<file path="src/rtl/mdu_ctrl_if.sv">
// rtl/mdu_ctrl_if.sv - request, result and multiplier-side signal bundle for mdu_ctrl
// slave is the controller's view; master is the requester/consumer/multiplier side.
interface mdu_ctrl_if;
    logic        in_valid;
    logic        in_ready;
    logic [2:0]  in_op;
    logic [63:0] in_src1;
    logic [63:0] in_src2;
    logic        flush;

    logic        out_valid;
    logic        out_ready;
    logic [63:0] out_result;
    logic        err;

    logic        mul_in_valid;
    logic        mul_flush;
    logic        mul_mulw;
    logic [1:0]  mul_signed;
    logic [63:0] mul_multiplicand;
    logic [63:0] mul_multiplier;
    logic        mul_out_ready;
    logic        mul_out_valid;
    logic [63:0] mul_result_hi;
    logic [63:0] mul_result_lo;

    modport slave (
        input  in_valid, in_op, in_src1, in_src2, flush, out_ready,
               mul_out_ready, mul_out_valid, mul_result_hi, mul_result_lo,
        output in_ready, out_valid, out_result, err,
               mul_in_valid, mul_flush, mul_mulw, mul_signed,
               mul_multiplicand, mul_multiplier
    );

    modport master (
        output in_valid, in_op, in_src1, in_src2, flush, out_ready,
               mul_out_ready, mul_out_valid, mul_result_hi, mul_result_lo,
        input  in_ready, out_valid, out_result, err,
               mul_in_valid, mul_flush, mul_mulw, mul_signed,
               mul_multiplicand, mul_multiplier
    );
endinterface

</file>
<file path="src/rtl/mdu_ctrl.sv">
// rtl/mdu_ctrl.sv - multiply-unit controller sequencing one op through an external multiplier
// Optional single-entry result cache enabled by defining MDU_RESULT_CACHE_EN.
module mdu_ctrl (
    input  logic         clock,
    input  logic         reset,
    mdu_ctrl_if.slave    bus
);
    typedef enum logic [2:0] {
        S_IDLE  = 3'd0,
        S_ISSUE = 3'd1,
        S_WAIT  = 3'd2,
        S_DONE  = 3'd3,
        S_DRAIN = 3'd4
    } state_t;

    localparam logic [2:0] OP_MUL    = 3'd0;
    localparam logic [2:0] OP_MULHSU = 3'd2;
    localparam logic [2:0] OP_MULHU  = 3'd3;
    localparam logic [2:0] OP_MULW   = 3'd4;

    state_t      r_state;
    state_t      w_next;
    logic [2:0]  r_op;
    logic [63:0] r_src1;
    logic [63:0] r_src2;
    logic [63:0] r_result;
    logic [6:0]  r_cnt;
    logic        r_err;

    logic        w_accept;
    logic        w_reserved;
    logic        w_cache_hit;
    logic [63:0] w_cache_result;
    logic        w_timeout;
    logic        w_capture;
    logic [63:0] w_sel_result;

    assign w_accept   = (r_state == S_IDLE) && bus.in_valid;
    assign w_reserved = (bus.in_op > OP_MULW);
    // The 64th consecutive WAIT cycle without a result is the timeout cycle.
    assign w_timeout  = (r_state == S_WAIT) && !bus.flush && !bus.mul_out_valid && (r_cnt == 7'd63);
    assign w_capture  = (r_state == S_WAIT) && !bus.flush && bus.mul_out_valid;

    always_comb begin
        w_sel_result = bus.mul_result_hi;
        case (r_op)
            OP_MUL:  w_sel_result = bus.mul_result_lo;
            OP_MULW: w_sel_result = {{32{bus.mul_result_lo[31]}}, bus.mul_result_lo[31:0]};
            default: w_sel_result = bus.mul_result_hi;
        endcase
    end

`ifdef MDU_RESULT_CACHE_EN
    logic        r_c_valid;
    logic [2:0]  r_c_op;
    logic [63:0] r_c_src1;
    logic [63:0] r_c_src2;
    logic [63:0] r_c_result;

    assign w_cache_hit    = r_c_valid && (bus.in_op == r_c_op) &&
                            (bus.in_src1 == r_c_src1) && (bus.in_src2 == r_c_src2);
    assign w_cache_result = r_c_result;

    always_ff @(posedge clock) begin
        if (reset) begin
            r_c_valid  <= 1'b0;
            r_c_op     <= 3'd0;
            r_c_src1   <= 64'd0;
            r_c_src2   <= 64'd0;
            r_c_result <= 64'd0;
        end else if (w_capture) begin
            r_c_valid  <= 1'b1;
            r_c_op     <= r_op;
            r_c_src1   <= r_src1;
            r_c_src2   <= r_src2;
            r_c_result <= w_sel_result;
        end
    end
`else
    assign w_cache_hit    = 1'b0;
    assign w_cache_result = 64'd0;
`endif

    always_ff @(posedge clock) begin
        if (reset) begin
            r_state <= S_IDLE;
        end else begin
            r_state <= w_next;
        end
    end

    always_comb begin
        w_next = r_state;
        case (r_state)
            S_IDLE: begin
                if (bus.in_valid) begin
                    w_next = (w_reserved || w_cache_hit) ? S_DONE : S_ISSUE;
                end
            end
            S_ISSUE: begin
                if (bus.flush) begin
                    w_next = S_DRAIN;
                end else if (bus.mul_out_ready) begin
                    w_next = S_WAIT;
                end
            end
            S_WAIT: begin
                if (bus.flush || w_timeout) begin
                    w_next = S_DRAIN;
                end else if (bus.mul_out_valid) begin
                    w_next = S_DONE;
                end
            end
            S_DONE: begin
                if (bus.flush || bus.out_ready) begin
                    w_next = S_IDLE;
                end
            end
            S_DRAIN: begin
                if (bus.mul_out_ready) begin
                    w_next = S_IDLE;
                end
            end
            default: w_next = S_IDLE;
        endcase
    end

    always_comb begin
        bus.in_ready     = (r_state == S_IDLE);
        bus.mul_in_valid = (r_state == S_ISSUE) && bus.mul_out_ready && !bus.flush;
        // Reset abandons the op silently; the multiplier sees the same reset.
        bus.mul_flush    = !reset && ((((r_state == S_ISSUE) || (r_state == S_WAIT)) && bus.flush) || w_timeout);
        bus.out_valid    = (r_state == S_DONE);
        bus.out_result   = (r_state == S_DONE) ? r_result : 64'd0;
        bus.err          = r_err;
    end

    always_comb begin
        bus.mul_mulw         = (r_op == OP_MULW);
        bus.mul_multiplicand = r_src1;
        bus.mul_multiplier   = r_src2;
        case (r_op)
            OP_MULHSU: bus.mul_signed = 2'b10;
            OP_MULHU:  bus.mul_signed = 2'b00;
            OP_MULW: begin
                bus.mul_signed       = 2'b11;
                bus.mul_multiplicand = {{32{r_src1[31]}}, r_src1[31:0]};
                bus.mul_multiplier   = {{32{r_src2[31]}}, r_src2[31:0]};
            end
            default:   bus.mul_signed = (r_op > OP_MULW) ? 2'b00 : 2'b11;
        endcase
    end

    always_ff @(posedge clock) begin
        if (reset) begin
            r_op     <= 3'd0;
            r_src1   <= 64'd0;
            r_src2   <= 64'd0;
            r_result <= 64'd0;
            r_cnt    <= 7'd0;
            r_err    <= 1'b0;
        end else begin
            if (w_accept) begin
                r_op     <= bus.in_op;
                r_src1   <= bus.in_src1;
                r_src2   <= bus.in_src2;
                r_result <= w_cache_hit ? w_cache_result : 64'd0;
            end
            if (w_capture) begin
                r_result <= w_sel_result;
            end
            if (r_state != S_WAIT) begin
                r_cnt <= 7'd0;
            end else if (!bus.mul_out_valid) begin
                r_cnt <= r_cnt + 7'd1;
            end
            if (w_timeout) begin
                r_err <= 1'b1;
            end
        end
    end
endmodule

</file>
<file path="src/flat_wrapper.sv">
// flat-port wrapper written by rule: the top's interface ports become plain ports
module mdu_ctrl_flat 
  (clock, reset, bus_in_valid, bus_in_op, bus_in_src1, bus_in_src2, bus_flush, bus_out_ready, bus_mul_out_ready, bus_mul_out_valid, bus_mul_result_hi, bus_mul_result_lo, bus_in_ready, bus_out_valid, bus_out_result, bus_err, bus_mul_in_valid, bus_mul_flush, bus_mul_mulw, bus_mul_signed, bus_mul_multiplicand, bus_mul_multiplier);
  mdu_ctrl_if bus_i ();
  input  logic clock;
  input  logic reset;
  input wire logic [$bits(bus_i.in_valid)-1:0] bus_in_valid;
  input wire logic [$bits(bus_i.in_op)-1:0] bus_in_op;
  input wire logic [$bits(bus_i.in_src1)-1:0] bus_in_src1;
  input wire logic [$bits(bus_i.in_src2)-1:0] bus_in_src2;
  input wire logic [$bits(bus_i.flush)-1:0] bus_flush;
  input wire logic [$bits(bus_i.out_ready)-1:0] bus_out_ready;
  input wire logic [$bits(bus_i.mul_out_ready)-1:0] bus_mul_out_ready;
  input wire logic [$bits(bus_i.mul_out_valid)-1:0] bus_mul_out_valid;
  input wire logic [$bits(bus_i.mul_result_hi)-1:0] bus_mul_result_hi;
  input wire logic [$bits(bus_i.mul_result_lo)-1:0] bus_mul_result_lo;
  output wire logic [$bits(bus_i.in_ready)-1:0] bus_in_ready;
  output wire logic [$bits(bus_i.out_valid)-1:0] bus_out_valid;
  output wire logic [$bits(bus_i.out_result)-1:0] bus_out_result;
  output wire logic [$bits(bus_i.err)-1:0] bus_err;
  output wire logic [$bits(bus_i.mul_in_valid)-1:0] bus_mul_in_valid;
  output wire logic [$bits(bus_i.mul_flush)-1:0] bus_mul_flush;
  output wire logic [$bits(bus_i.mul_mulw)-1:0] bus_mul_mulw;
  output wire logic [$bits(bus_i.mul_signed)-1:0] bus_mul_signed;
  output wire logic [$bits(bus_i.mul_multiplicand)-1:0] bus_mul_multiplicand;
  output wire logic [$bits(bus_i.mul_multiplier)-1:0] bus_mul_multiplier;
  assign bus_i.in_valid = bus_in_valid;
  assign bus_i.in_op = bus_in_op;
  assign bus_i.in_src1 = bus_in_src1;
  assign bus_i.in_src2 = bus_in_src2;
  assign bus_i.flush = bus_flush;
  assign bus_i.out_ready = bus_out_ready;
  assign bus_i.mul_out_ready = bus_mul_out_ready;
  assign bus_i.mul_out_valid = bus_mul_out_valid;
  assign bus_i.mul_result_hi = bus_mul_result_hi;
  assign bus_i.mul_result_lo = bus_mul_result_lo;
  assign bus_in_ready = bus_i.in_ready;
  assign bus_out_valid = bus_i.out_valid;
  assign bus_out_result = bus_i.out_result;
  assign bus_err = bus_i.err;
  assign bus_mul_in_valid = bus_i.mul_in_valid;
  assign bus_mul_flush = bus_i.mul_flush;
  assign bus_mul_mulw = bus_i.mul_mulw;
  assign bus_mul_signed = bus_i.mul_signed;
  assign bus_mul_multiplicand = bus_i.mul_multiplicand;
  assign bus_mul_multiplier = bus_i.mul_multiplier;
  mdu_ctrl u_core (.clock(clock), .reset(reset), .bus(bus_i));
endmodule
</file>
<file path="config.mk">
export PLATFORM = sky130hd
export DESIGN_NAME = mdu_ctrl_flat
export DESIGN_NICKNAME = d
export VERILOG_FILES = /design/src/rtl/mdu_ctrl_if.sv /design/src/rtl/mdu_ctrl.sv /design/src/flat_wrapper.sv
export SDC_FILE = /design/constraint.sdc
export NUM_CORES = 1
export LEC_CHECK = 0
export ABC_AREA = 0
export CORE_AREA = 3 3 180 182
export DETAILED_ROUTE_END_ITERATION = 7
export DIE_AREA = 0 0 183 185
export GPL_ROUTABILITY_DRIVEN = 0
export HOLD_SLACK_MARGIN = 0.08
export PLACE_DENSITY = 0.7
export SYNTH_ARGS = -nofsm -noshare
export SYNTH_HDL_FRONTEND = slang
export SYNTH_SLANG_ARGS = --single-unit
</file>
<file path="constraint.sdc">
create_clock -name clock -period 2 [get_ports clock]
set_input_delay 0.2 -clock clock [delete_from_list [all_inputs] [get_ports clock]]
set_output_delay 0.2 -clock clock [all_outputs]
set_load 0.02 [all_outputs]
</file>
==> run metrics <==
fmax 468 MHz; Final period util 1.07; Root Driver clkbuf_16; antenna violations before repair 4; largest net degree at the start of global routing ~140; flops & latches, synth 206; syn_nets 1657; Vias 12100; VDD IR max around 0.74 mV; crit path kind flip-flop to flip-flop; filler cell count roughly 2600; share of layout cells above drive strength 1 0.331; Slew HR 0.446; Final Non-Filler Cells approximately 2300; total congestion overflow 0; final WL just under 50 mm; Placed Cells incl. Taps roughly 2100; Pwr Total 0.0204 W; most frequent cells in the layout 329 x clkdlybuf4s50_1, 267 x nand2_1, 197 x dfxtp_1; crit path buf inv count 1; CTS tree done; crit-path leading delay family simple AND/OR/NAND/NOR gates; Power Density 1070 nW/um^2; Worst Path Max Fanout 7; failing checks negative setup slack; Slew Limit Fails 0; Reg clk slew, reported paths ~60 ps; Synth Instances 1390; commonest non-fill, non-tap cell in the layout clkdlybuf4s50_1; clock buffer depth 3; core area a little over 30000 sq um; 1st-iter DRT viols between 600 and 700; FFs w/ async S/R, synth 0; router iterations before antenna repair 5; post-route ant nets 0; Site Rows 64; status finished, violations left; die footprint about 34000 sq um; post-route cell area 19100 sq um; Static Leak 7.47 nW; DR WL/cell between 20 and 25 microns; Post-synth EDFFs 0; Critical Path Max Stage Delay ~660 ps; die span in y around 190 microns; CP arrival 2560 ps; Tmin final ~2100 ps; die width about 180 microns; RSZ-0062 raised after global routing true; Ys Warns 0; dominant synthesized flop cell dfxtp_1; clock skew between 15 and 20 ps; All-Layer GR Usage 0.241; clock sinks just over 200; CP Cell Sequence or4b_4, a311o_1, and3_4, buf_16, a211oi_2; CP required approximately 2400 ps; synthesized cell area 10700 sq um; H-Tree Depth 1; Synth cell types 44; routed vias/inst around 5.4; Worst setup EP type flip-flop; final setup violation count 90; measured slew at the worst slew-check pin 831 ps; port bufs 465; clk_lat worst skew between 500 and 600 ps; element type at the critical path start flip-flop; Area Growth Syn to Fin 78.1%; number of nets in the layout 2108; Final Hold Viols 0; post-synthesis area per instance slightly below 8 sq um; post-synthesis sequential area ratio 0.384; Max Cap Viol 0; vias in the first global route 11500; hpwl dp 28.5 mm; DR DRC count 0; Starting Density 0.349; min setup slack post-route -137 ps; dpl cell area approximately 16000 sq um; Critical-path top delay cell or4b_4; global-route wire length before repair ~65 mm; worst hold path type primary input to flip-flop; num ports 466; TritonCTS Buffers 24
[final cells by class]
class | count | area, sq um | share of cell area
clock buffer | 38 | 713 | 0.0373
timing repair buffer | 627 | 6770 | 0.354
tap | 396 | 495 | 0.0259
antenna | 3 | 7.51 | 0.000393
sequential | 206 | 4140 | 0.217
inverter | 6 | 22.5 | 0.00118
clock inverter | 6 | 91.3 | 0.00478
multi-input combinational | 976 | 6870 | 0.359
[worst register-to-register path, cell delays in order, from the launching register on]
cell and delay [ps]:
dfxtp_2 330, or4b_4 660, a311o_1 360, and3_4 250
buf_16 170, a211oi_2 250
[cell families after synthesis]
group / after synthesis / share of synthesized area
AO/OA/AOI/OAI: 472 / 0.289
XOR/XNOR: 4 / 0.00327
adder cells (fa/ha/maj): 1 / 0.00117
buffers and inverters: 210 / 0.103
flip-flops: 206 / 0.384
multiplexers: 1 / 0.000933
AND/OR/NAND/NOR: 496 / 0.219
[state kept, by name (all words and copies together) (netlist names)]
signal           cells
u_core.r_cnt         7
u_core.r_src2       64
u_core.r_result     64
u_core.r_state       3
u_core.bus.err       1
u_core.r_op          3
u_core.r_src1       64
[layer usage]
metal	global-route usage	vias to the layer above	share of wire
li1	-	5627	-
met1	0.271	5806	0.36
met2	0.420	569	0.49
met3	0.0770	136	0.097
met4	0.107	2	0.054
met5	0	-	0.00021
[synth_stat cells, types with 2 or more instances]
master	number	share of area
nand2_1	269	0.094
dfxtp_1	206	0.38
a21oi_1	202	0.094
clkbuf_1	114	0.040
a211oi_1	95	0.066
nor2_1	74	0.026
and2_1	66	0.038
a21o_1	65	0.045
buf_4	64	0.045
o21ai_0	35	0.016
nand2b_1	34	0.020
o21ba_2	32	0.030
or3b_2	32	0.026
a2111oi_0	25	0.020
buf_2	17	0.0079
a2111oi_1	7	0.0065
buf_6	7	0.0073
inv_1	6	0.0021
a32o_1	3	0.0028
and3_1	3	0.0017
nand4_1	3	0.0017
xor2_1	3	0.0024
a211oi_2	2	0.0023
buf_1	2	0.00070
nor2b_1	2	0.0012
nor3b_1	2	0.0014
or2_2	2	0.0012
or3_1	2	0.0012
[report_power, final]
group	total (W)	switching [W]	internal, W
Combinational	0.0108	0.00591	0.00489
Sequential	0.00506	0.000343	0.00472
Clock	0.00449	0.00179	0.00270
[through the flow]
stage	worst slack (ps)	hold WS [ps]	utilization	TNS [ps]
after CTS	-197	187	0.561	-8010
after global placement	-583	433	0.514	-25260
after detailed placement	-628	446	0.514	-27910
after global routing	-192	207	0.621	-11900
after floorplan	52.3	336	-	0
final	-137	210	0.621	-5080
[repair_timing]
item | CTS | global route
buffers inserted | 24 | 20
hold endpoints to repair | 27 | 0
setup endpoints to repair | 189 | 225
hold buffers | 1 | 0
pin swaps | 18 | 34
resized for setup | 637 | 402
cloned | 11 | 21
[final timing paths]
| check | from | to | slack (ps) | cells after the start |
|---|---|---|---|---|
| max | u_core.r_state[2] | u_core.r_result[32] | -140 | 5 |
| min | bus_in_src2[22] | u_core.r_src2[22] | 210 | 3 |
| max reg2reg | u_core.r_state[2] | u_core.r_result[32] | -140 | 5 |
| min reg2reg | u_core.r_src1[2] | u_core.r_src1[2] | 450 | 2 |
No activity file was read; power rests on OpenSTA's default activity.
